===== src/rtl/ss_hotkey.sv =====
// ---------------------------------------------------------------------------
// ss_hotkey
//
// Snoops CPU accesses to the controller port at $4016 and rebuilds the
// controller-1 button byte from the serial read stream. Each completed byte is
// compared against the save/load/menu hot-key combos. A combo that newly
// matches raises a latched request for the save-state engine. The block also
// debounces an external in-game-menu button, which acts as a second source of
// menu requests.
//
// Parameters
//   DEBOUNCE_CYC  clk cycles the external button must be stable before a new
//                 level is accepted.
//
// Ports
//   clk, rst          system clock, asynchronous active-high reset
//   cpu_m2            CPU M2 phase (asynchronous to clk)
//   cpu_addr[15:0]    CPU address bus
//   cpu_rw            1 = read, 0 = write
//   cpu_dat[7:0]      CPU data bus (bit 0 = serial button bit / strobe)
//   ss_key_save[7:0]  save combo, 8'h00 disables
//   ss_key_load[7:0]  load combo, 8'h00 disables
//   ss_key_menu[7:0]  menu combo, 8'h00 disables
//   ct_ss_on          master enable for all requests
//   ct_ss_btn         enables the external button path
//   ss_btn            raw external button, active high, asynchronous
//   req_ack           one-cycle pulse that clears all requests
//   joy_state[7:0]    last complete button byte (bit 0 = A ... bit 7 = Right)
//   req_save          latched save request
//   req_load          latched load request
//   req_menu          latched menu request
// ---------------------------------------------------------------------------
module ss_hotkey #(
  parameter logic [15:0] DEBOUNCE_CYC = 16'd50000
) (
  input  logic        clk,
  input  logic        rst,
  input  logic        cpu_m2,
  input  logic [15:0] cpu_addr,
  input  logic        cpu_rw,
  input  logic [7:0]  cpu_dat,
  input  logic [7:0]  ss_key_save,
  input  logic [7:0]  ss_key_load,
  input  logic [7:0]  ss_key_menu,
  input  logic        ct_ss_on,
  input  logic        ct_ss_btn,
  input  logic        ss_btn,
  input  logic        req_ack,
  output logic [7:0]  joy_state,
  output logic        req_save,
  output logic        req_load,
  output logic        req_menu
);

  localparam logic [15:0] JOY_ADDR = 16'h4016;

  typedef enum logic [1:0] {
    ST_IDLE,
    ST_STROBE,
    ST_SHIFT
  } shift_state_e;

  // -------------------------------------------------------------------------
  // M2 capture
  // -------------------------------------------------------------------------
  logic        m2_s1, m2_s2, m2_s3;
  logic        bus_ev;
  logic [15:0] addr_q;
  logic        rw_q;
  logic        dat0_q;

  // Only the serial bit of the data bus is meaningful for this port.
  logic unused_dat;
  assign unused_dat = ^cpu_dat[7:1];

  // NOTE: sequential state is always updated with non-blocking assignments so
  // every flop samples the pre-edge values of its neighbours.
  always_ff @(posedge clk or posedge rst) begin
    if (rst) begin
      m2_s1  <= 1'b0;
      m2_s2  <= 1'b0;
      m2_s3  <= 1'b0;
      bus_ev <= 1'b0;
    end else begin
      m2_s1  <= cpu_m2;
      m2_s2  <= m2_s1;
      m2_s3  <= m2_s2;
      // Registered falling-edge detect: lands three edges after the pin falls.
      bus_ev <= m2_s3 & ~m2_s2;
    end
  end

  // Bus fields follow the bus while M2 is high and freeze once it drops, so
  // the values seen at bus_ev are the last ones of the cycle.
  always_ff @(posedge clk or posedge rst) begin
    if (rst) begin
      addr_q <= 16'h0000;
      rw_q   <= 1'b1;
      dat0_q <= 1'b0;
    end else if (m2_s2) begin
      addr_q <= cpu_addr;
      rw_q   <= cpu_rw;
      dat0_q <= cpu_dat[0];
    end
  end

  logic joy_wr, joy_rd;
  assign joy_wr = bus_ev && (addr_q == JOY_ADDR) && !rw_q;
  assign joy_rd = bus_ev && (addr_q == JOY_ADDR) &&  rw_q;

  // -------------------------------------------------------------------------
  // Shift FSM
  // -------------------------------------------------------------------------
  shift_state_e state, state_nx;
  logic [7:0]   shreg, shreg_nx;
  logic [2:0]   cnt, cnt_nx;
  logic [7:0]   joy_nx;
  logic         frame_done, frame_done_nx;

  always_ff @(posedge clk or posedge rst) begin
    if (rst) begin
      state      <= ST_IDLE;
      shreg      <= 8'h00;
      cnt        <= 3'd0;
      joy_state  <= 8'h00;
      frame_done <= 1'b0;
    end else begin
      state      <= state_nx;
      shreg      <= shreg_nx;
      cnt        <= cnt_nx;
      joy_state  <= joy_nx;
      frame_done <= frame_done_nx;
    end
  end

  // NOTE: every signal driven here gets a default first; a path that leaves
  // one unassigned would infer a latch.
  always_comb begin
    state_nx      = state;
    shreg_nx      = shreg;
    cnt_nx        = cnt;
    joy_nx        = joy_state;
    frame_done_nx = 1'b0;

    if (joy_wr && dat0_q) begin
      // Strobe high restarts the sequence from any state and throws away a
      // partially shifted byte; joy_state is left untouched.
      state_nx = ST_STROBE;
      shreg_nx = 8'h00;
      cnt_nx   = 3'd0;
    end else begin
      unique case (state)
        ST_STROBE: begin
          if (joy_wr) begin
            state_nx = ST_SHIFT;
            cnt_nx   = 3'd0;
          end
        end
        ST_SHIFT: begin
          if (joy_rd) begin
            shreg_nx[cnt] = dat0_q;
            if (cnt == 3'd7) begin
              joy_nx        = shreg_nx;
              frame_done_nx = 1'b1;
              state_nx      = ST_IDLE;
              cnt_nx        = 3'd0;
            end else begin
              cnt_nx = cnt + 3'd1;
            end
          end
        end
        default: ;  // ST_IDLE: reads are ignored until the next strobe
      endcase
    end
  end

  // -------------------------------------------------------------------------
  // Hot-key matching (evaluated on frame_done against the new joy_state)
  // -------------------------------------------------------------------------
  logic m_save, m_load, m_menu;
  logic prev_m_save, prev_m_load, prev_m_menu;

  assign m_save = (ss_key_save != 8'h00) && (joy_state == ss_key_save);
  assign m_load = (ss_key_load != 8'h00) && (joy_state == ss_key_load);
  assign m_menu = (ss_key_menu != 8'h00) && (joy_state == ss_key_menu);

  // History advances on every frame, even when the request latch is busy or
  // disabled, so a held combo cannot fire later.
  always_ff @(posedge clk or posedge rst) begin
    if (rst) begin
      prev_m_save <= 1'b0;
      prev_m_load <= 1'b0;
      prev_m_menu <= 1'b0;
    end else if (frame_done) begin
      prev_m_save <= m_save;
      prev_m_load <= m_load;
      prev_m_menu <= m_menu;
    end
  end

  logic key_save_ev, key_load_ev, key_menu_ev;
  assign key_save_ev = frame_done && m_save && !prev_m_save;
  assign key_load_ev = frame_done && m_load && !prev_m_load;
  assign key_menu_ev = frame_done && m_menu && !prev_m_menu;

  // -------------------------------------------------------------------------
  // External button: synchronizer + debounce
  // -------------------------------------------------------------------------
  logic        btn_s1, btn_s2;
  logic        btn_db, btn_db_d;
  logic [15:0] db_cnt;

  always_ff @(posedge clk or posedge rst) begin
    if (rst) begin
      btn_s1   <= 1'b0;
      btn_s2   <= 1'b0;
      btn_db   <= 1'b0;
      btn_db_d <= 1'b0;
      db_cnt   <= 16'h0000;
    end else begin
      btn_s1   <= ss_btn;
      btn_s2   <= btn_s1;
      btn_db_d <= btn_db;
      // Count only while the input differs from the accepted level; any
      // change back to the accepted level restarts the count.
      if (btn_s2 != btn_db) begin
        if (db_cnt == DEBOUNCE_CYC - 16'd1) begin
          btn_db <= btn_s2;
          db_cnt <= 16'h0000;
        end else begin
          db_cnt <= db_cnt + 16'd1;
        end
      end else begin
        db_cnt <= 16'h0000;
      end
    end
  end

  logic btn_menu_ev;
  assign btn_menu_ev = ct_ss_btn && btn_db && !btn_db_d;

  // -------------------------------------------------------------------------
  // Request latch
  // -------------------------------------------------------------------------
  logic menu_ev, any_req;
  assign menu_ev = key_menu_ev || btn_menu_ev;
  assign any_req = req_save || req_load || req_menu;

  always_ff @(posedge clk or posedge rst) begin
    if (rst) begin
      req_save <= 1'b0;
      req_load <= 1'b0;
      req_menu <= 1'b0;
    end else if (!ct_ss_on || req_ack) begin
      // Disable and ack both win over any event arriving in the same cycle.
      req_save <= 1'b0;
      req_load <= 1'b0;
      req_menu <= 1'b0;
    end else if (!any_req) begin
      // One request per event, menu > save > load.
      if (menu_ev) begin
        req_menu <= 1'b1;
      end else if (key_save_ev) begin
        req_save <= 1'b1;
      end else if (key_load_ev) begin
        req_load <= 1'b1;
      end
    end
  end

endmodule


===== config.mk =====
export PLATFORM = sky130hd
export DESIGN_NAME = ss_hotkey
export DESIGN_NICKNAME = d
export VERILOG_FILES = /design/src/rtl/ss_hotkey.sv
export SDC_FILE = /design/constraint.sdc
export NUM_CORES = 1
export LEC_CHECK = 0
export ABC_AREA = 1
export CAP_MARGIN = 20
export CORE_ASPECT_RATIO = 2
export CORE_MARGIN = 5
export CORE_UTILIZATION = 25
export CTS_CLUSTER_DIAMETER = 120
export CTS_CLUSTER_SIZE = 30
export DETAILED_ROUTE_END_ITERATION = 12
export MAX_ROUTING_LAYER = met4
export PLACE_DENSITY_LB_ADDON = 0.05
export SLEW_MARGIN = 20
export SYNTH_ARGS = -nofsm -noshare
export SYNTH_HDL_FRONTEND = slang
export SYNTH_SLANG_ARGS = --single-unit

===== constraint.sdc =====
create_clock -name clk -period 2.7 [get_ports clk]
set_clock_uncertainty 0.15 [all_clocks]
set_input_delay 0.54 -clock clk [delete_from_list [all_inputs] [get_ports clk]]
set_output_delay 0.54 -clock clk [all_outputs]
set_load 0.05 [all_outputs]

==> qor.csv <==
stage,metric,value,unit
run_status,status,"finished, final reports clean",
route,vias,3242,
timing,fin_crit_sh,0.870,
clock_network,h-tree-depth,3,
timing,rsz0062_at_grt,no,
place,place.gp.congestion,0.767,
clock_network,clockBufferDepth,2,
worst_setup_path,cp_max_fo,6,
worst_setup_path,required,2.01,ns
timing,maxSlewViolCount,0,
synthesis,synthCells,484,
global_routing,grt_usage,0.121,
finish,fill_cells,1632,
timing,worst_pin_slew,0.787,ns
clock_network,cts_resized,0,
worst_setup_path,cp_top_family,buffers and inverters,
place,hpwl,7850,um
worst_setup_path,path_class,reg2out,
synthesis,synth_compound_area_frac,0.103,
finish,multi_input_area,1680,um^2
synthesis,synth_edf_count,0,
die,die_h,184,um
die,coreArea,14800,um^2
die,ios,67,
synthesis,synth_mux_area_frac,0.0179,
synthesis,yosys-top-cells-count,"nand2_1, inv_1, dfrtp_1",
global_routing,grt_pass1_wl,16600,um
finish,seqCellArea,1750,um^2
finish,diodes,0,
route,first_pass_iters,4,
clock_network,clkSlewWorstSetupHoldPaths,0.05,ns
worst_setup_path,worstSetupEndpointType,primary output,
worst_setup_path,worstPathArrival,1.66,ns
global_routing,grt_pass1_vias,3413,
timing,setup_tns,0,ns
synthesis,syn_area,3780,um^2
finish,drive_gt1_frac,0.106,
clock_network,cts.sinks,70,
timing,period_minus_slack,2.35,ns
global_routing,antenna_found_initial,0,
global_routing,grt.overflow.total,0,
place,port_buffers,59,
synthesis,synth_most_common_cell,nand2_1,
synthesis,synth.avg_cell_area,7.80,um^2
job,max_cap_violations,0,
route,drt_wl_total,9830,um
synthesis,ys_ff_latch,70,
route,drt_iter0_drc,63,
timing,fin_ws,0.351,ns
timing,fmax,426,MHz
synthesis,ys_seq_area_frac,0.464,
worst_setup_path,cp_slowest_cell,clkdlybuf4s50_1,
power_and_ir_drop,p_total,0.00259,W
clock_network,cts_hold_repair.buffers,0,
timing,hold_ws,0.196,ns
worst_setup_path,cp_slowest_stage_delay,0.86,ns
route,via_per_inst,4.32,
worst_setup_path,start_kind,flip-flop,
power_and_ir_drop,power_density,524,nW/um^2
finish,final_nets,610,
min_path,hold_class,reg2reg,
timing,relSlewSlack,0.475,
synthesis,synthSimpleGateAreaFrac,0.301,
synthesis,synthArstFlopShare,1.00,
synthesis,ys.flop_type,dfrtp_1,
synthesis,synth_top_family_by_area,simple AND/OR/NAND/NOR gates,
clock_network,cts_tree,done,
clock_network,clk_latency,0.33,ns
timing,setup_viol,0,
timing,hold_viol_final,0,
die,rows,63,
power_and_ir_drop,ir_worst_vdd,0.417,mV
route,wl_per_cell,13.1,um
place,place_ws,0.351,ns
clock_network,cts-root-buf,clkbuf_16,
synthesis,ys_types,39,
die,die_w,96.9,um
global_routing,grt_max_degree,71,
synthesis,synth_largest_area_cell,dfrtp_1,
synthesis,synth_area_leaders,"dfrtp_1, nand2_1, inv_1",
power_and_ir_drop,total_leakage_power,2.28,nW
die,start_util,0.255,
clock_network,cts_made_buffers,9,
synthesis,synth.net_count,543,
worst_setup_path,critPathBufInv,1,
clock_network,post-cts-setup-buffers,0,
finish,area_delta_synth_final,30.7,%
route,drc,0,
die,die_area,17800,um^2
synthesis,synthAdderAreaFrac,0.00994,
synthesis,synth-xor-area-share,0.0139,
route,ant_nets,0,
worst_setup_path,crit_chain,clkdlybuf4s50_1,
synthesis,yosysTopAreaCellShare,0.457,
synthesis,yosys_warnings,0,
## sequential cells by signal, summed over array words and instances, names as in the netlist, 2 cells and up
register,count
shreg,8
addr_q,16
cnt,3
state,2
joy_state,8
db_cnt,16
## final timing paths
kind                                   start            to  slack, ns  cells past startpoint
worst max-delay path            joy_state[6]  joy_state[6]       0.35                      1
worst min-delay path                   m2_s1         m2_s2       0.20                      0
worst max register to register     addr_q[9]      shreg[5]       0.86                      6
worst min register to register         m2_s1         m2_s2       0.20                      0
max in group asynchronous                rst          rw_q       1.60                      3
min in group asynchronous                rst      req_load       0.47                      3
## cells in the final DEF, fill, tap and decap left out, types with 5 or more instances in the layout
cell	instances
nand4_1	12
nand2_1	120
nor2_2	6
dfrtp_1	69
inv_1	78
nand3_1	30
nand3_2	5
clkdlybuf4s50_1	59
o21ai_0	33
a21oi_1	14
o22ai_1	7
nor2_1	49
clkbuf_16	9
mux2_2	6
o21ai_2	7
## routing by layer
metal  global-route usage  share of wire  vias up
met5                    -              0        -
met4               0.0512          0.025        0
met3               0.0251          0.030       15
met2                0.235           0.58       55
met1                0.112           0.36     1494
li1                     -              -     1678
## final cells by class
class / instances / area share
Clock buffer: 11 / 0.0492
Sequential cell: 70 / 0.355
Clock inverter: 5 / 0.0167
Multi-Input combinational cell: 325 / 0.341
Inverter: 84 / 0.0638
Tap cell: 195 / 0.0494
Timing Repair Buffer: 61 / 0.125
## through the flow
step / utilization / area (um^2) / instances
global route: 0.333 / 4940 / 751
detailed placement: 0.311 / 4610 / 735
finish: 0.333 / 4940 / 751
floorplan: - / 3780 / 484
CTS: 0.333 / 4940 / 751
global placement: 0.311 / 4610 / 735
## cell families (layout without fill, tap and decap cells)
group           count (synthesis)  in the layout
compound gates                 68             68
simple gates                  242            242
flops                          70             70
xor+xnor                        6              6
fa+ha+maj                       3              3
buf+inv                        89            161
mux                             6              6
## power breakdown
part | total (W) | internal [W] | leakage (nW) | switching, W
Clock | 0.00127 | 0.000835 | 0.160 | 0.000431
Combinational | 0.000209 | 0.000105 | 1.21 | 0.000104
Sequential | 0.00111 | 0.00108 | 0.910 | 0.0000270
Total | 0.00259 | 0.00202 | 2.28 | 0.000562
Note: power is estimated with default switching activity, not from simulation.
